===== src/rtl/param_dcache_pkg.sv =====
// param_dcache_pkg: shared state encoding and default geometry for the data cache.
package param_dcache_pkg;
  localparam int DEF_WORD_SIZE = 16;
  localparam int DEF_NUM_LINES = 4;
  localparam int DEF_LINE_WORDS = 4;
  localparam int DEF_MEM_LATENCY = 4;
  typedef enum logic [2:0] {IDLE, WB, FILL, RESPOND, GRANT} cacheState;
endpackage


===== src/rtl/param_dcache_if.sv =====
// param_dcache_if: datapath, memory, DMA arbitration and statistics signals of the cache.
interface param_dcache_if
  import param_dcache_pkg::*;
#(
  parameter int WORD_SIZE = DEF_WORD_SIZE,
  parameter int LINE_WORDS = DEF_LINE_WORDS
);
  logic readC, writeC, ready, hit;
  logic [WORD_SIZE-1:0] addressC, dataC_in, dataC_out;
  logic readM, writeM;
  logic [WORD_SIZE-1:0] addressM;
  logic [WORD_SIZE*LINE_WORDS-1:0] dataM_in, dataM_out;
  logic BR, BG;
  logic [WORD_SIZE-1:0] access_cnt, hit_cnt;
  modport slave (
    input readC, writeC, addressC, dataC_in, dataM_in, BR,
    output dataC_out, ready, hit, readM, writeM, addressM, dataM_out, BG, access_cnt, hit_cnt
  );
  modport master (
    output readC, writeC, addressC, dataC_in, dataM_in, BR,
    input dataC_out, ready, hit, readM, writeM, addressM, dataM_out, BG, access_cnt, hit_cnt
  );
endinterface


===== src/rtl/param_dcache_line_store.sv =====
// dcache_line_store: tag/valid/dirty/data arrays with one combinational read port and one write port.
module dcache_line_store #(
  parameter int NUM_LINES = 4,
  parameter int TAG_W = 12,
  parameter int LINE_W = 64,
  parameter int IDX_W = $clog2(NUM_LINES)
) (
  input  logic              clk,
  input  logic              reset_n,
  input  logic [IDX_W-1:0]  rdIndex,
  output logic [TAG_W-1:0]  rdTag,
  output logic              rdValid,
  output logic              rdDirty,
  output logic [LINE_W-1:0] rdLine,
  input  logic              wrEn,
  input  logic [IDX_W-1:0]  wrIndex,
  input  logic [TAG_W-1:0]  wrTag,
  input  logic              wrValid,
  input  logic              wrDirty,
  input  logic [LINE_W-1:0] wrLine
);
  logic [TAG_W-1:0] tagMem [NUM_LINES];
  logic [LINE_W-1:0] dataMem [NUM_LINES];
  logic [NUM_LINES-1:0] valid, dirty;
  always_ff @(posedge clk or negedge reset_n)
    if (!reset_n) begin
      valid <= '0;
      dirty <= '0;
    end else if (wrEn) begin
      valid[wrIndex] <= wrValid;
      dirty[wrIndex] <= wrDirty;
    end
  // Tag and data contents are meaningless while valid is clear, so they need no reset.
  always_ff @(posedge clk)
    if (wrEn) begin
      tagMem[wrIndex] <= wrTag;
      dataMem[wrIndex] <= wrLine;
    end
  assign rdTag = tagMem[rdIndex];
  assign rdValid = valid[rdIndex];
  assign rdDirty = dirty[rdIndex];
  assign rdLine = dataMem[rdIndex];
endmodule


===== src/rtl/param_dcache.sv =====
// param_dcache: direct-mapped write-back data cache with line fill/writeback, DMA bus grant and hit statistics.
module param_dcache
  import param_dcache_pkg::*;
#(
  parameter int WORD_SIZE = DEF_WORD_SIZE,
  parameter int NUM_LINES = DEF_NUM_LINES,
  parameter int LINE_WORDS = DEF_LINE_WORDS,
  parameter int MEM_LATENCY = DEF_MEM_LATENCY
) (
  input logic clk,
  input logic reset_n,
  param_dcache_if.slave bus
);
  localparam int OFF_W = $clog2(LINE_WORDS);
  localparam int IDX_W = $clog2(NUM_LINES);
  localparam int TAG_W = WORD_SIZE - OFF_W - IDX_W;
  localparam int LINE_W = WORD_SIZE * LINE_WORDS;
  localparam int PH_W = $clog2(MEM_LATENCY + 1);
  localparam logic [PH_W-1:0] PH_LOAD = PH_W'(MEM_LATENCY);
  cacheState state, nextState;
  logic [PH_W-1:0] phase;
  logic [WORD_SIZE-1:0] accessCnt, hitCnt, addrM, word;
  logic [OFF_W-1:0] offset;
  logic [IDX_W-1:0] index;
  logic [TAG_W-1:0] tag, rdTag;
  logic [LINE_W-1:0] rdLine, wrLine, mergedLine, lineOut;
  logic rdValid, rdDirty, wrEn, wrDirty, req, tagHit, lastPhase;
  logic ready, readM, writeM, grant;
  assign offset = bus.addressC[OFF_W-1:0];
  assign index = bus.addressC[OFF_W +: IDX_W];
  assign tag = bus.addressC[WORD_SIZE-1 -: TAG_W];
  assign req = bus.readC | bus.writeC;
  assign tagHit = rdValid && rdTag == tag;
  assign lastPhase = phase == PH_W'(1);
  assign word = rdLine[offset*WORD_SIZE +: WORD_SIZE];
  dcache_line_store #(.NUM_LINES(NUM_LINES), .TAG_W(TAG_W), .LINE_W(LINE_W)) store (
    .clk(clk), .reset_n(reset_n),
    .rdIndex(index), .rdTag(rdTag), .rdValid(rdValid), .rdDirty(rdDirty), .rdLine(rdLine),
    .wrEn(wrEn), .wrIndex(index), .wrTag(tag), .wrValid(1'b1), .wrDirty(wrDirty), .wrLine(wrLine)
  );
  always_comb begin
    mergedLine = rdLine;
    mergedLine[offset*WORD_SIZE +: WORD_SIZE] = bus.dataC_in;
  end
  always_comb begin
    nextState = state;
    ready = 1'b0;
    readM = 1'b0;
    writeM = 1'b0;
    grant = 1'b0;
    addrM = '0;
    lineOut = '0;
    wrEn = 1'b0;
    wrDirty = 1'b1;
    wrLine = mergedLine;
    case (state)
      IDLE: begin
        ready = req && tagHit;
        wrEn = bus.writeC && tagHit;
        nextState = bus.BR ? GRANT : (req && !tagHit) ? (rdValid && rdDirty ? WB : FILL) : IDLE;
      end
      WB: begin
        writeM = 1'b1;
        addrM = {rdTag, index, OFF_W'(0)};
        lineOut = rdLine;
        nextState = lastPhase ? FILL : WB;
      end
      // The line is installed only on the final fill edge, so an abandoned fill leaves nothing behind.
      FILL: begin
        readM = 1'b1;
        addrM = {bus.addressC[WORD_SIZE-1:OFF_W], OFF_W'(0)};
        wrEn = lastPhase;
        wrDirty = 1'b0;
        wrLine = bus.dataM_in;
        nextState = lastPhase ? RESPOND : FILL;
      end
      RESPOND: begin
        ready = 1'b1;
        wrEn = bus.writeC;
        nextState = IDLE;
      end
      GRANT: begin
        grant = 1'b1;
        nextState = bus.BR ? GRANT : IDLE;
      end
      default: nextState = IDLE;
    endcase
  end
  always_ff @(posedge clk or negedge reset_n)
    if (!reset_n) begin
      state <= IDLE;
      phase <= '0;
      accessCnt <= '0;
      hitCnt <= '0;
    end else begin
      state <= nextState;
      phase <= state != nextState ? PH_LOAD : phase - PH_W'(1);
      accessCnt <= accessCnt + WORD_SIZE'(ready);
      hitCnt <= hitCnt + WORD_SIZE'(ready && state == IDLE);
    end
  assign bus.ready = ready;
  assign bus.hit = !reset_n || !req || (state == IDLE && tagHit);
  assign bus.dataC_out = ready && bus.readC ? word : '0;
  assign bus.readM = readM;
  assign bus.writeM = writeM;
  assign bus.addressM = addrM;
  assign bus.dataM_out = lineOut;
  assign bus.BG = grant;
  assign bus.access_cnt = accessCnt;
  assign bus.hit_cnt = hitCnt;
endmodule


===== src/flat_wrapper.sv =====
// flat-port wrapper written by rule: the top's interface ports become plain ports
module param_dcache_flat import param_dcache_pkg::*;
#(
  parameter int WORD_SIZE = DEF_WORD_SIZE,
  parameter int NUM_LINES = DEF_NUM_LINES,
  parameter int LINE_WORDS = DEF_LINE_WORDS,
  parameter int MEM_LATENCY = DEF_MEM_LATENCY
)
  (clk, reset_n, bus_readC, bus_writeC, bus_addressC, bus_dataC_in, bus_dataM_in, bus_BR, bus_dataC_out, bus_ready, bus_hit, bus_readM, bus_writeM, bus_addressM, bus_dataM_out, bus_BG, bus_access_cnt, bus_hit_cnt);
  param_dcache_if #(.WORD_SIZE(WORD_SIZE), .LINE_WORDS(LINE_WORDS)) bus_i ();
  input logic clk;
  input logic reset_n;
  input wire logic [$bits(bus_i.readC)-1:0] bus_readC;
  input wire logic [$bits(bus_i.writeC)-1:0] bus_writeC;
  input wire logic [$bits(bus_i.addressC)-1:0] bus_addressC;
  input wire logic [$bits(bus_i.dataC_in)-1:0] bus_dataC_in;
  input wire logic [$bits(bus_i.dataM_in)-1:0] bus_dataM_in;
  input wire logic [$bits(bus_i.BR)-1:0] bus_BR;
  output wire logic [$bits(bus_i.dataC_out)-1:0] bus_dataC_out;
  output wire logic [$bits(bus_i.ready)-1:0] bus_ready;
  output wire logic [$bits(bus_i.hit)-1:0] bus_hit;
  output wire logic [$bits(bus_i.readM)-1:0] bus_readM;
  output wire logic [$bits(bus_i.writeM)-1:0] bus_writeM;
  output wire logic [$bits(bus_i.addressM)-1:0] bus_addressM;
  output wire logic [$bits(bus_i.dataM_out)-1:0] bus_dataM_out;
  output wire logic [$bits(bus_i.BG)-1:0] bus_BG;
  output wire logic [$bits(bus_i.access_cnt)-1:0] bus_access_cnt;
  output wire logic [$bits(bus_i.hit_cnt)-1:0] bus_hit_cnt;
  assign bus_i.readC = bus_readC;
  assign bus_i.writeC = bus_writeC;
  assign bus_i.addressC = bus_addressC;
  assign bus_i.dataC_in = bus_dataC_in;
  assign bus_i.dataM_in = bus_dataM_in;
  assign bus_i.BR = bus_BR;
  assign bus_dataC_out = bus_i.dataC_out;
  assign bus_ready = bus_i.ready;
  assign bus_hit = bus_i.hit;
  assign bus_readM = bus_i.readM;
  assign bus_writeM = bus_i.writeM;
  assign bus_addressM = bus_i.addressM;
  assign bus_dataM_out = bus_i.dataM_out;
  assign bus_BG = bus_i.BG;
  assign bus_access_cnt = bus_i.access_cnt;
  assign bus_hit_cnt = bus_i.hit_cnt;
  param_dcache #(.WORD_SIZE(WORD_SIZE), .NUM_LINES(NUM_LINES), .LINE_WORDS(LINE_WORDS), .MEM_LATENCY(MEM_LATENCY)) u_core (.clk(clk), .reset_n(reset_n), .bus(bus_i));
endmodule

===== config.mk =====
export PLATFORM = sky130hd
export DESIGN_NAME = param_dcache_flat
export DESIGN_NICKNAME = d
export VERILOG_FILES = /design/src/rtl/param_dcache_pkg.sv /design/src/rtl/param_dcache_if.sv /design/src/rtl/param_dcache_line_store.sv /design/src/rtl/param_dcache.sv /design/src/flat_wrapper.sv
export SDC_FILE = /design/constraint.sdc
export NUM_CORES = 1
export LEC_CHECK = 0
export ABC_AREA = 1
export BUFFER_PORTS_ARGS = -buffer_cell sky130_fd_sc_hd__clkbuf_2
export CAP_MARGIN = 20
export CORE_MARGIN = 8
export CORE_UTILIZATION = 45
export DETAILED_ROUTE_END_ITERATION = 6
export PLACE_DENSITY = 0.64
export SYNTH_ARGS = -nofsm -noshare
export SYNTH_HDL_FRONTEND = slang
export SYNTH_SLANG_ARGS = --single-unit

===== constraint.sdc =====
create_clock -name clk -period 5 [get_ports clk]
set_input_delay 0.25 -clock clk [delete_from_list [all_inputs] [get_ports clk]]
set_output_delay 0.25 -clock clk [all_outputs]
set_load 0.02 [all_outputs]

Yosys cells after proc, flatten, opt, wreduce, memory -nomap -nowiden
Memories as Yosys holds them, arrays and structs flattened. Index checks and enable logic that the tools add are counted.

Mux-type cells: 28. $lt $le $gt $ge: 2. Reductions and logical operators: 15. Bitwise gates (word level): 2. Add/sub/neg operators: 4. Shifts and indexed selects: 3. Equal/unequal tests: 7.

Operators by type and width (count): 64-bit 2-to-1 mux (2); 64-bit bitwise mux (1); 16-bit by 34-bit variable shift with 64-bit output (first input constant) (1); 16-bit by 34-bit indexed part select with 64-bit output (1); 64-bit by 7-bit indexed part select with 16-bit output (1); 6-bit negator with 34-bit output (1); 16-bit by 1-bit adder with 16-bit output (2); 16-bit case mux with 2 select lines (1); 16-bit 2-to-1 mux (1); 12-bit equality test (1); 3-bit 2-to-1 mux (4); 3-bit case mux with 4 select lines (1); 1-bit 2-to-1 mux (10); 1-bit logical AND (9); 3-bit by 1-bit equality test with 1-bit output (second input constant) (2); 3-bit by 2-bit equality test with 1-bit output (second input constant) (2); 1-bit binary-select mux with 2-bit select (2); 4-bit bitwise mux (1); 2-bit 2-to-1 mux (2); 4-bit bitwise OR (1); 3-bit equality test (second input constant) (1); 1-bit logical NOT (3); 3-bit logical NOT (1); 2-bit by 3-bit less-than comparator with 1-bit output (second input constant) (1); other kinds (8) (9).

Output and inout bits: 133. Memory bits (writable): 304. Memories: 2. Flip-flop bits (word level): 46. Word-level logic and storage cells: 69. Bits of input ports: 101.

Memory list: u_core.store.dataMem (words 4, bits a word 64, read ports 1, clocked after memory_dff 0, write ports 1, line param_dcache_line_store.sv:23) `logic [LINE_W-1:0] dataMem [NUM_LINES];`; u_core.store.tagMem (words 4, bits a word 12, read ports 1, clocked after memory_dff 0, write ports 1, line param_dcache_line_store.sv:22) `logic [TAG_W-1:0] tagMem [NUM_LINES];`.

Longest topological paths before layout
Gate-level depths: netlist of run 1.

Word-level depth: 10. Mapped depth: 24. Depth with buffers taken out: 23.

Hierarchy
Synthesis of run 1 repeated with hierarchy kept, for this count alone.

Cells, all modules: 2009. Area, all modules: 17835.9 µm².

By module, submodules not included: dcache_line_store (instances 1, sequential area each 9328.9 µm², cells each 1258, area an instance 13183.9 µm²); param_dcache (instances 1, sequential area each 950.9 µm², cells each 751, area an instance 4652.0 µm²).

Least setup slack after synthesis of run 1
Ideal clock, no wire load.

Path kind: input to register. From: input port bus_addressC[2]. To: memory u_core.store.dataMem[1][0], enable pin. Path buffers: 2. Data arrival time: 2.959 ns. Required time: 4.570 ns. Slack: 1.611 ns. Stages on the path: 15. Library setup time: 0.430 ns. Cells stage by stage: buf_6 -> buf_6 -> o21ai_2 -> nand2_1 -> nand2_1 -> nand2_1 -> nor2_1 -> nand2_1 -> nor2_2 -> nand3_2 -> nand2_2 -> nand2_2 -> nand2_4 -> nand2_1 -> inv_1.

Longest elaborated chain between the ends: 7. Elaborated cells on any way between the ends: 9. Those cells by class: eq/ne: 1; mux: 5; reduce/logical: 2; memory: 1.

RTL lines: start: declaration (line flat_wrapper.sv:15) `input wire logic [$bits(bus_i.addressC)-1:0] bus_addressC;`; memory read 4 x 12 bit / 1-bit binary-select mux with 2-bit select (equally long branches); 12-bit equality test / 1-bit 2-to-1 mux (equally long branches) (line param_dcache.sv:33, param_dcache_line_store.sv:40); 1-bit logical AND (line param_dcache.sv:33) `assign tagHit = rdValid && rdTag == tag;`; 1-bit logical AND (line param_dcache.sv:59) `wrEn = bus.writeC && tagHit;`; 1-bit case mux with 3 select lines (line param_dcache.sv:56) `case (state)`; 1-bit 2-to-1 mux (line param_dcache_line_store.sv:35) `if (wrEn) begin`; 1-bit 2-to-1 mux (implied by the code) (line param_dcache_line_store.sv:37) `dataMem[wrIndex] <= wrLine;`; end: declaration (line param_dcache_line_store.sv:23).

Parallel ways exist; a longest one is shown, timed or not. The select of a mux whose other input is x is not followed.

Worst setup path after layout of run 1
From: input port bus_addressC[2]. To: output port bus_dataC_out[10].

Longest elaborated chain between the ends: 7. Elaborated cells on any way between the ends: 11. Those cells by class: eq/ne: 1; shift: 1; mux: 4; reduce/logical: 3; memory: 2.

RTL lines: branches (longest 6 deep; another with memory read 4 x 64 bit); 16-bit 2-to-1 mux * (line param_dcache.sv:103) `assign bus.dataC_out = ready && bus.readC ? word : '0;`; end: declaration (line flat_wrapper.sv:19) `output wire logic [$bits(bus_i.dataC_out)-1:0] bus_dataC_out;`.

Mark *: on every way between the ends. The select of a mux whose other input is x is not followed.

==> impl_metrics.py, run 1 <==
metrics = {
    "logic_synthesis": {
        "synth_cells": 1476,
        "ys_seq_elements": 350,
        "async_flop_share_pct": 13.14,
        "synth_top_flop_cell": "edfxtp_1",
        "yosysSeqAreaShare_pct": 64.18,
        "synth.most_common_cell": "nand2_1",
        "synth_warnings": 0,
        "syn_area_um2": 16020,
        "synth_top_cell_by_area": "edfxtp_1",
        "synth.distinct_cells": 40,
        "yosys-top-cells-count": "nand2_1, edfxtp_1, nor2_1, inv_1, a22oi_1",
        "syn_avg_cell_area_um2": 10.85,
        "synth_area_leaders": "edfxtp_1, nand2_1, dfrtp_1, nor2_1, a22oi_1",
        "synth-edff-count": 304,
        "synth_top_area_share_pct": 56.99,
    },
    "worst_setup_path": {
        "rr_worst_depth": 22,
        "crit_path_max_incr_delay_ns": 0.51,
        "critical_path_required_ns": 4.75,
        "cp_data_arrival_time_ns": 3.17,
        "end_kind": "primary output",
        "reg2reg_from": "u_core.store.tagMem[2][10]",
        "worstPathCellList": "clkbuf_2 > inv_2 > nand2_1 > inv_2 > buf_4 > buf_4 > a21oi_1 > inv_1 > a221o_1 > o211ai_1 > a21oi_2 > clkbuf_2",
        "crit_fanout": 44,
        "worst_setup_path_start_kind": "input pin",
        "reg2reg_to": "u_core.bus.access_cnt[15]",
        "r2r_setup_slack_ns": 1.71,
        "crit_path_top_delay_cell": "buf_4",
        "path_class": "input pin to primary output",
    },
    "sta": {
        "fmax_mhz": 292.1,
        "fin_skew_ns": 0.02125,
        "final_max_slew_viol_count": 0,
        "setup_violations": 0,
        "finalHoldViolCount": 0,
        "tns_ns": 0,
        "fin_crit_sh_pct": 68.47,
        "post-route-min-period_ns": 3.423,
        "grt_setup_unrepaired": "no",
        "tightest_slew_ns": 1.124,
        "slew_headroom_pct": 24.45,
    },
    "route": {
        "met3_length_um": 4786,
        "drtIter0Drc": 1105,
        "via_per_inst": 5.632,
        "finalWirelength_um": 49410,
        "wl_per_cell_um": 22.51,
        "drc": 0,
        "top_layer_used": "met5",
        "met2_length_um": 22560,
        "routedLengthMet1_um": 20470,
        "vias": 12360,
        "drt_first_pass_iters": 5,
        "ant_nets": 0,
    },
    "cts": {
        "root_buffer": "clkbuf_16",
        "cts_buffer_depth": 3,
        "h-tree-depth": 2,
        "cts_tree": "built",
        "cts_buffers": 39,
        "clk_latency_ns": 0.54,
        "cts_resized": 0,
        "clk_pin_slew_ns": 0.06,
        "cts_sinks": 350,
    },
    "power_and_ir_drop": {
        "power_frac_seq_pct": 45.0,
        "p_switching_mw": 2.297,
        "p_leak_nw": 7.823,
        "switching_share_pct": 28.98,
        "clkPwrFrac_pct": 35.7,
        "power.internal_mw": 5.630,
        "power_frac_comb_pct": 19.4,
        "power.density_nw_per_um2": 416.6,
        "vdd_ir_drop_max_v": 0.0003246,
    },
    "grt": {
        "grt.overflow.total": 0,
        "grt_max_degree": 75,
        "first_global_vias": 12350,
        "grt_use_total_pct": 23.02,
        "grt_pass1_wl_um": 73690,
        "antenna_found_initial": 1,
    },
    "cells_and_area": {
        "area_growth_pct": 18.79,
        "final_nets": 1819,
        "antenna_cells": 0,
        "fin_util_pct": 53.89,
        "ff_latch_area_um2": 10280,
        "fillers": 3117,
        "multiInputGateArea_um2": 4943,
        "drive_above_1_share_pct": 20.36,
        "stdcell_area_um2": 19030,
    },
    "placement": {
        "gp_congestion": 0.8737,
        "dp_hpwl_um": 33320,
        "numPortBuffers": 231,
        "dpl_cell_area_um2": 17640,
    },
    "floorplanning": {
        "ioPinCount": 234,
        "fp.dieArea_um2": 41890,
        "die_h_um": 204.7,
        "die_w_um": 204.7,
        "rows": 69,
        "core_area_um2": 35310,
        "initial_core_util_pct": 45.36,
    },
    "worst_hold_path": {
        "hold_start": "bus_dataM_in[26]",
        "whs_path_depth": 3,
        "hp-class": "input pin to flip-flop",
        "holdPathEnd": "u_core.store.dataMem[3][26]",
    },
    "run": {
        "cap_violations": 0,
    },
    "status": {
        "status": "finished, final reports clean",
    },
}
[cells in the final DEF (no fill, tap or decap), types with 6 or more instances in the layout]
cell type and count:
nor3_1 9, a221oi_1 36, nand2_1 319, a22o_1 17, o21ai_0 38, dlygate4sd3_1 14, nor2_1 178, xor2_1 23
nand4_1 12, clkbuf_1 10, buf_4 26, clkinv_1 8, o211ai_1 32, o21a_1 21, and2_1 24, nand3_1 28
inv_2 12, clkbuf_16 41, inv_1 100, dfrtp_1 46, a22oi_1 65, clkbuf_2 231, o21ai_1 6, a2bb2oi_1 12
a21oi_2 11, a21oi_1 35, ha_1 11, nand2_2 6, a31oi_1 21, edfxtp_1 304
[worst max-delay path by stage]
stage | start | end | slack (ns) | depth (start not counted)
floorplan | bus_addressC[2] | u_core.store.dataMem[1][0] | 1.61 | 15
global placement | bus_addressC[3] | u_core.bus.hit_cnt[14] | 1.25 | 23
detailed placement | bus_addressC[3] | u_core.bus.hit_cnt[14] | 1.22 | 23
CTS | bus_addressC[2] | bus_dataC_out[10] | 1.57 | 12
global route | bus_addressC[3] | u_core.bus.hit_cnt[14] | 1.21 | 23
finish | bus_addressC[2] | bus_dataC_out[10] | 1.58 | 12
[critical path: cells and delay by family]
family,cells,cell delay (ns)
buffers and inverters,7,1.92
AND/OR/NAND/NOR,1,0.14
AO/OA/AOI/OAI,4,0.83
[power by group through the flow]
stage	Combinational (mW)	Sequential [mW]	Clock (mW)
after global routing	1.68	3.57	2.98
after detailed placement	1.51	3.62	0
after global placement	1.48	3.62	0
after floorplan	0.956	3.63	0
after CTS	1.53	3.56	2.86
final	1.53	3.56	2.83
[per-stage QoR]
step / hold slack, ns / setup slack [ns] / total power, mW / cells
floorplan: -0.04559 / 1.611 / 4.583 / 1477
global placement: 0.3864 / 1.255 / 5.102 / 2113
detailed placement: 0.3903 / 1.216 / 5.136 / 2113
CTS: 0.09426 / 1.573 / 7.955 / 2195
global route: 0.1459 / 1.211 / 8.230 / 2195
finish: 0.1246 / 1.577 / 7.927 / 2195
[state kept, by name, indices dropped and copies added (netlist names)]
register and flops:
u_core.store.valid 4, u_core.store.dirty 4, u_core.bus.access_cnt 16, u_core.phase 3, u_core.bus.hit_cnt 16, u_core.state 3
u_core.store.tagMem 48, u_core.store.dataMem 256
[cells by family (layout without fill, tap and decap cells)]
| group | count (synthesis) | count (layout) | synth area share (%) |
|---|---|---|---|
| compound gates | 299 | 299 | 13.28 |
| xor+xnor | 28 | 28 | 1.531 |
| fa+ha+maj | 11 | 11 | 0.8592 |
| buf+inv | 199 | 456 | 5.046 |
| flops | 350 | 350 | 64.18 |
| other cells | 1 | 2 | 0.02341 |
| simple gates | 588 | 588 | 15.08 |
[what timing repair did]
item                      in CTS  in global routing
hold buffers                  14                  0
hold endpoints to repair      95                  0
setup buffers                  0                  0
[area by class of cell]
class                      instances  share of cell area [%]
tap                              461                   3.031
inverter                         114                   2.249
clock buffer                      51                   5.589
clock inverter                    17                  0.9732
multi-input combinational        928                   25.98
timing repair buffer             274                   8.154
sequential                       350                   54.02
[per-layer routing]
metal / GRT usage [%] / vias up
li1: - / 5669
met1: 31.65 / 5956
met2: 35.68 / 637
met3: 4.665 / 99
met4: 8.640 / 2
met5: 0 / -
No activity file was read; power rests on OpenSTA's default activity.
==> run 2: changes to the inputs <==
==> constraint.sdc (replaced) <==
create_clock -name clk -period 3.17 [get_ports clk]
set_input_delay 0.1585 -clock clk [delete_from_list [all_inputs] [get_ports clk]]
set_output_delay 0.1585 -clock clk [all_outputs]
set_load 0.02 [all_outputs]
==> run 2 against run 1 <==
Against the previous run: largest power group unchanged; sequential power up 58%; sequential share of layout area down 2.0 points; die area unchanged; the run now ends with design-rule violations left; combinational power up 67%.
==> impl_metrics.py, run 2 (synthesized netlist as in run 1, its figures left out) <==
metrics = {
    "status": {
        "status": "finished with violations",
        "failed_checks": "design-rule violations",
    },
    "grt": {
        "first_global_vias": 12500,
        "grt.overflow.total": 0,
        "antenna_found_initial": 0,
        "grt_use_total_pct": 23.15,
        "grt_max_degree": 75,
        "grt_pass1_wl_um": 74380,
    },
    "worst_setup_path": {
        "path_class": "flip-flop to flip-flop",
        "reg2reg_to": "u_core.bus.hit_cnt[14]",
        "cp_data_arrival_time_ns": 3.46,
        "rr_worst_depth": 22,
        "crit_path_max_incr_delay_ns": 0.37,
        "reg2reg_from": "u_core.store.tagMem[2][9]",
        "end_kind": "flip-flop",
        "crit_path_start": "u_core.store.tagMem[2][9]",
        "crit_fanout": 4,
        "worstPathCellList": "nand2_1 > nand2_1 > nand2_2 > nand2_1 > nand2_1 > nand2_2 > nor2_4 > nand2_2 > nor2_4 > nand3_4 > nor2_4 > ha_4 > ha_4 > nand3_4 > nor3_4 > inv_1 > nor3_2 > nand2_1 > nor2_2 > nand3_2 > nor3_2 > xor2_1",
        "critical_path_required_ns": 3.63,
        "crit_top_cell": "nand2_1",
        "crit_path_top_delay_cell": "edfxtp_1",
        "setup.worst_path.end": "u_core.bus.hit_cnt[14]",
        "r2r_setup_slack_ns": 0.17,
        "worst_setup_path_start_kind": "flip-flop",
    },
    "sta": {
        "finalHoldViolCount": 0,
        "post-route-min-period_ns": 3.003,
        "tightest_slew_ns": 0.8846,
        "setup_violations": 0,
        "fmax_mhz": 333.0,
        "slew_headroom_pct": 41.03,
        "tns_ns": 0,
        "grt_setup_unrepaired": "yes",
        "fin_skew_ns": 0.03718,
        "final_max_slew_viol_count": 0,
        "fin_ws_ns": 0.1674,
        "hold_ws_ns": 0.03196,
        "fin_crit_sh_pct": 94.72,
    },
    "route": {
        "drtIter0Drc": 1406,
        "finalWirelength_um": 50130,
        "wl_per_cell_um": 22.29,
        "vias": 12680,
        "drc": 4,
        "ant_nets": 0,
        "drt_first_pass_iters": 7,
        "via_per_inst": 5.636,
    },
    "cts": {
        "h-tree-depth": 2,
        "clk_latency_ns": 0.56,
        "root_buffer": "clkbuf_16",
        "clk_pin_slew_ns": 0.05,
        "cts_buffers": 40,
        "cts_tree": "built",
        "cts_buffer_depth": 3,
        "cts_sinks": 350,
    },
    "cells_and_area": {
        "stdcell_area_um2": 19760,
        "antenna_cells": 0,
        "fin_util_pct": 55.97,
        "largest_register_ff_count": 256,
        "layout_common_cells": "nand2_1, edfxtp_1, clkbuf_2, nor2_1, inv_1",
        "largest_register": "u_core.store.dataMem",
        "final_nets": 1868,
        "layout_commonest_cell": "nand2_1",
        "instances_no_fill": 2249,
        "drive_above_1_share_pct": 24.16,
        "largestRegisters": "u_core.store.dataMem x256, u_core.store.tagMem x48",
        "area_growth_pct": 23.39,
    },
    "floorplanning": {
        "core_area_um2": 35310,
        "ioPinCount": 234,
        "rows": 69,
        "die_h_um": 204.7,
        "initial_core_util_pct": 45.36,
        "fp.dieArea_um2": 41890,
        "die_w_um": 204.7,
    },
    "run": {
        "cap_violations": 0,
    },
    "power_and_ir_drop": {
        "power_mw": 12.60,
        "p_leak_nw": 8.087,
        "power.density_nw_per_um2": 637.8,
        "vdd_ir_drop_max_v": 0.0004631,
    },
    "worst_hold_path": {
        "hp-class": "input pin to flip-flop",
    },
    "placement": {
        "placed_cells": 2160,
        "gp_congestion": 0.9222,
        "numPortBuffers": 231,
        "dp_hpwl_um": 34300,
        "dpl_cell_area_um2": 18180,
        "dp_slack_ns": -0.1045,
    },
}
[run 2: cell type report]
| class | count | area, um^2 |
|---|---|---|
| inverters | 114 | 440.4 |
| flip-flops and latches | 350 | 10280 |
| clock buffers | 51 | 1042 |
| fillers | 3064 | 15550 |
| multi-input cells | 928 | 5122 |
| repair buffers | 322 | 2087 |
| well taps | 461 | 576.8 |
| clock inverters | 23 | 215.2 |
[run 2: where the power goes]
group | total, mW | internal, mW | switching, mW
Sequential | 5.62 | 5.54 | 0.0784
Clock | 4.44 | 2.59 | 1.85
Combinational | 2.55 | 0.732 | 1.81
Total | 12.6 | 8.87 | 3.74
[run 2: worst min-delay path by stage]
stage,from,end,slack (ns),depth (start not counted)
finish,bus_dataM_in[24],u_core.store.dataMem[1][24],0.03,3
global route,bus_dataM_in[45],u_core.store.dataMem[0][45],0.03,3
CTS,bus_dataM_in[24],u_core.store.dataMem[1][24],0.01,3
detailed placement,reset_n,u_core.bus.access_cnt[0],0.32,2
global placement,reset_n,u_core.state[2],0.34,2
floorplan,reset_n,u_core.bus.access_cnt[0],-0.14,0
[run 2: what timing repair did]
item / in CTS / in global routing
setup buffers: 0 / 1
gates resized for setup: 1 / 38
hold buffers: 14 / 0
pin swaps: 0 / 12
endpoints found under the setup margin: 1 / 18
endpoints found under the hold margin: 95 / 0
[run 2: metal layers]
layer	vias up	track usage (%)	part of all wire, %
met3	108	4.839	9.2
li1	5781	-	-
met1	6113	31.56	42
met5	-	0	0
met2	673	36.14	46
met4	0	8.511	3.4
[run 2: critical path, delay by kind of cell (launching register included)]
family,cells,cell delay [ns]
XOR/XNOR,1,0.15
adder cells (fa/ha/maj),2,0.29
flip-flops,1,0.37
buffers and inverters,1,0.07
AND/OR/NAND/NOR,18,2.06
==> run 3: changes to the inputs <==
--- a/config.mk
+++ b/config.mk
@@ -8,10 +8,13 @@
 export ABC_AREA = 1
 export BUFFER_PORTS_ARGS = -buffer_cell sky130_fd_sc_hd__clkbuf_2
 export CAP_MARGIN = 20
-export CORE_MARGIN = 8
-export CORE_UTILIZATION = 45
+export CELL_PAD_IN_SITES_DETAIL_PLACEMENT = 0
+export CELL_PAD_IN_SITES_GLOBAL_PLACEMENT = 2
+export CORE_MARGIN = 2
+export CORE_UTILIZATION = 37
 export DETAILED_ROUTE_END_ITERATION = 6
-export PLACE_DENSITY = 0.64
+export PLACE_DENSITY = 0.78
+export SETUP_SLACK_MARGIN = 0.15
 export SYNTH_ARGS = -nofsm -noshare
 export SYNTH_HDL_FRONTEND = slang
 export SYNTH_SLANG_ARGS = --single-unit
==> run 3 against run 2 <==
Against the previous run: the flow now finishes without violations; non-clock buffer count grew 25; sequential share of layout area down 0.69 points; maximum frequency increased by 3.1%; count of clock-buffer cells in the layout down 5; first-iteration DRC count decreased by 38%; highest routed layer is now met5.
==> impl_metrics.py, run 3 (synthesized netlist as in run 1, its figures left out) <==
metrics = {
    "status": {
        "status": "finished, final reports clean",
    },
    "power_and_ir_drop": {
        "switching_share_pct": 29.47,
        "p_leak_nw": 8.180,
        "power.density_nw_per_um2": 619.5,
        "power.internal_mw": 8.752,
        "p_switching_mw": 3.657,
        "power_frac_comb_pct": 20.2,
        "vdd_ir_drop_max_v": 0.0003963,
        "power_frac_seq_pct": 45.3,
        "power_mw": 12.41,
        "clkPwrFrac_pct": 34.5,
    },
    "grt": {
        "grt.overflow.total": 0,
        "grt_use_total_pct": 22.28,
        "grt_use_met2_pct": 37.06,
        "grtUsageMet3_pct": 4.860,
        "grt-busiest-layer": "met2",
        "first_global_vias": 12300,
        "grt_pass1_wl_um": 74000,
        "grt_max_degree": 53,
        "use_met1_pct": 28.19,
        "antenna_found_initial": 1,
    },
    "cells_and_area": {
        "stdcell_area_um2": 20030,
        "layout_commonest_cell": "nand2_1",
        "instances_no_fill": 2395,
        "largestRegisters": "u_core.store.dataMem x256, u_core.store.tagMem x48",
        "fin_util_pct": 46.70,
        "final_nets": 1892,
        "antenna_cells": 0,
        "drive_above_1_share_pct": 24.97,
        "area_growth_pct": 25.04,
        "layout_common_cells": "nand2_1, edfxtp_1, clkbuf_2, nor2_1, inv_1",
        "largest_register_ff_count": 256,
        "largest_register": "u_core.store.dataMem",
    },
    "cts": {
        "cts_buffer_depth": 3,
        "root_buffer": "clkbuf_16",
        "cts_buffers": 39,
        "cts_sinks": 350,
        "clk_latency_ns": 0.56,
        "h-tree-depth": 2,
        "cts_tree": "built",
        "clk_pin_slew_ns": 0.06,
    },
    "sta": {
        "final_max_slew_viol_count": 0,
        "tns_ns": 0,
        "setup_violations": 0,
        "tightest_slew_ns": 0.8757,
        "fmax_mhz": 343.2,
        "fin_skew_ns": 0.01797,
        "fin_crit_sh_pct": 91.91,
        "grt_setup_unrepaired": "yes",
        "slew_headroom_pct": 41.62,
        "finalHoldViolCount": 0,
        "fin_ws_ns": 0.2566,
        "hold_ws_ns": 0.03149,
        "post-route-min-period_ns": 2.913,
    },
    "run": {
        "cap_violations": 0,
    },
    "worst_setup_path": {
        "rr_worst_depth": 22,
        "path_class": "flip-flop to flip-flop",
        "end_kind": "flip-flop",
        "reg2reg_from": "u_core.store.tagMem[1][9]",
        "crit_path_max_incr_delay_ns": 0.37,
        "worstPathCellList": "nand2_1 > nand2_1 > nand2_2 > nand2_2 > nand2_1 > nand2_1 > nor2_1 > nand2_1 > nor2_2 > nand3_2 > nor2_2 > ha_2 > ha_4 > nand3_4 > nor3_4 > inv_1 > nor3_2 > nand2_1 > nor2_2 > nand3_2 > buf_4 > xor2_1",
        "cp_data_arrival_time_ns": 3.36,
        "crit_path_top_delay_cell": "edfxtp_1",
        "crit_top_cell": "nand2_1",
        "critical_path_required_ns": 3.61,
        "crit_path_start": "u_core.store.tagMem[1][9]",
        "worst_setup_path_start_kind": "flip-flop",
        "crit_fanout": 2,
    },
    "worst_hold_path": {
        "hold_start": "bus_dataM_in[44]",
        "whs_path_depth": 3,
        "hp-class": "input pin to flip-flop",
    },
    "route": {
        "wl_per_cell_um": 21.13,
        "drc": 0,
        "via_per_inst": 5.128,
        "drt_first_pass_iters": 5,
        "ant_nets": 0,
        "finalWirelength_um": 50610,
        "vias": 12280,
        "drtIter0Drc": 873,
    },
    "placement": {
        "numPortBuffers": 231,
        "dp_hpwl_um": 34390,
        "placed_cells": 2295,
        "dpl_cell_area_um2": 18370,
        "dp_slack_ns": -0.05928,
        "gp_congestion": 0.7803,
    },
    "floorplanning": {
        "rows": 76,
        "initial_core_util_pct": 37.35,
        "core_area_um2": 42890,
        "ioPinCount": 234,
        "fp.dieArea_um2": 44970,
        "die_w_um": 212.1,
        "die_h_um": 212.1,
    },
}
## run 3: changes by cell type in the layout (fill, tap and decap cells not counted), sizes merged
cell         before  now
buf              77   91
bufinv            3    2
clkbuf          282  277
clkinv           20   24
dlygate4sd3      14   25
inv             110  109
## run 3: final cells by class
class	instances	area (um^2)
fill	4094	22860
sequential	350	10280
multi-input combinational	928	5114
timing repair buffer	347	2260
clock buffer	46	1023
tap	585	732.0
inverter	114	440.4
clock inverter	25	180.2
## run 3: power groups by stage
stage | Sequential, mW | Combinational (mW) | Clock [mW]
5_1_grt | 5.63 | 2.76 | 4.55
3_5_place_dp | 5.71 | 2.48 | 0
3_3_place_gp | 5.70 | 2.43 | 0
2_1_floorplan | 5.72 | 1.51 | 0
6_report | 5.62 | 2.50 | 4.29
4_1_cts | 5.61 | 2.51 | 4.38
## run 3: worst paths after layout
path	end	slack [ns]
max in group asynchronous	u_core.bus.hit_cnt[1]	2.49
setup / recovery	u_core.bus.hit_cnt[12]	0.26
hold reg to reg	u_core.store.valid[1]	0.46
min in group asynchronous	u_core.store.valid[2]	0.28
hold / removal	u_core.store.dataMem[2][44]	0.03
setup reg to reg	u_core.bus.hit_cnt[12]	0.26
## run 3: metal layers
metal / vias up / share of wire (%)
li1: 5813 / -
met1: 5950 / 42
met2: 423 / 48
met3: 94 / 6.9
met4: 2 / 3.5
met5: - / 0.026
## run 3: repair_timing
action / 4_1_cts / 5_1_grt
pin swaps: 0 / 12
endpoints found under the hold margin: 139 / 0
resized for setup: 4 / 38
hold buffers: 25 / 0
buffers inserted: 0 / 4
setup endpoints to repair: 6 / 16
## run 3: critical path: cells and delay by family (launching register included)
family,cells,cell delay [ns]
xor+xnor,1,0.13
simple gates,17,1.74
fa+ha+maj,2,0.36
buf+inv,2,0.21
flops,1,0.37
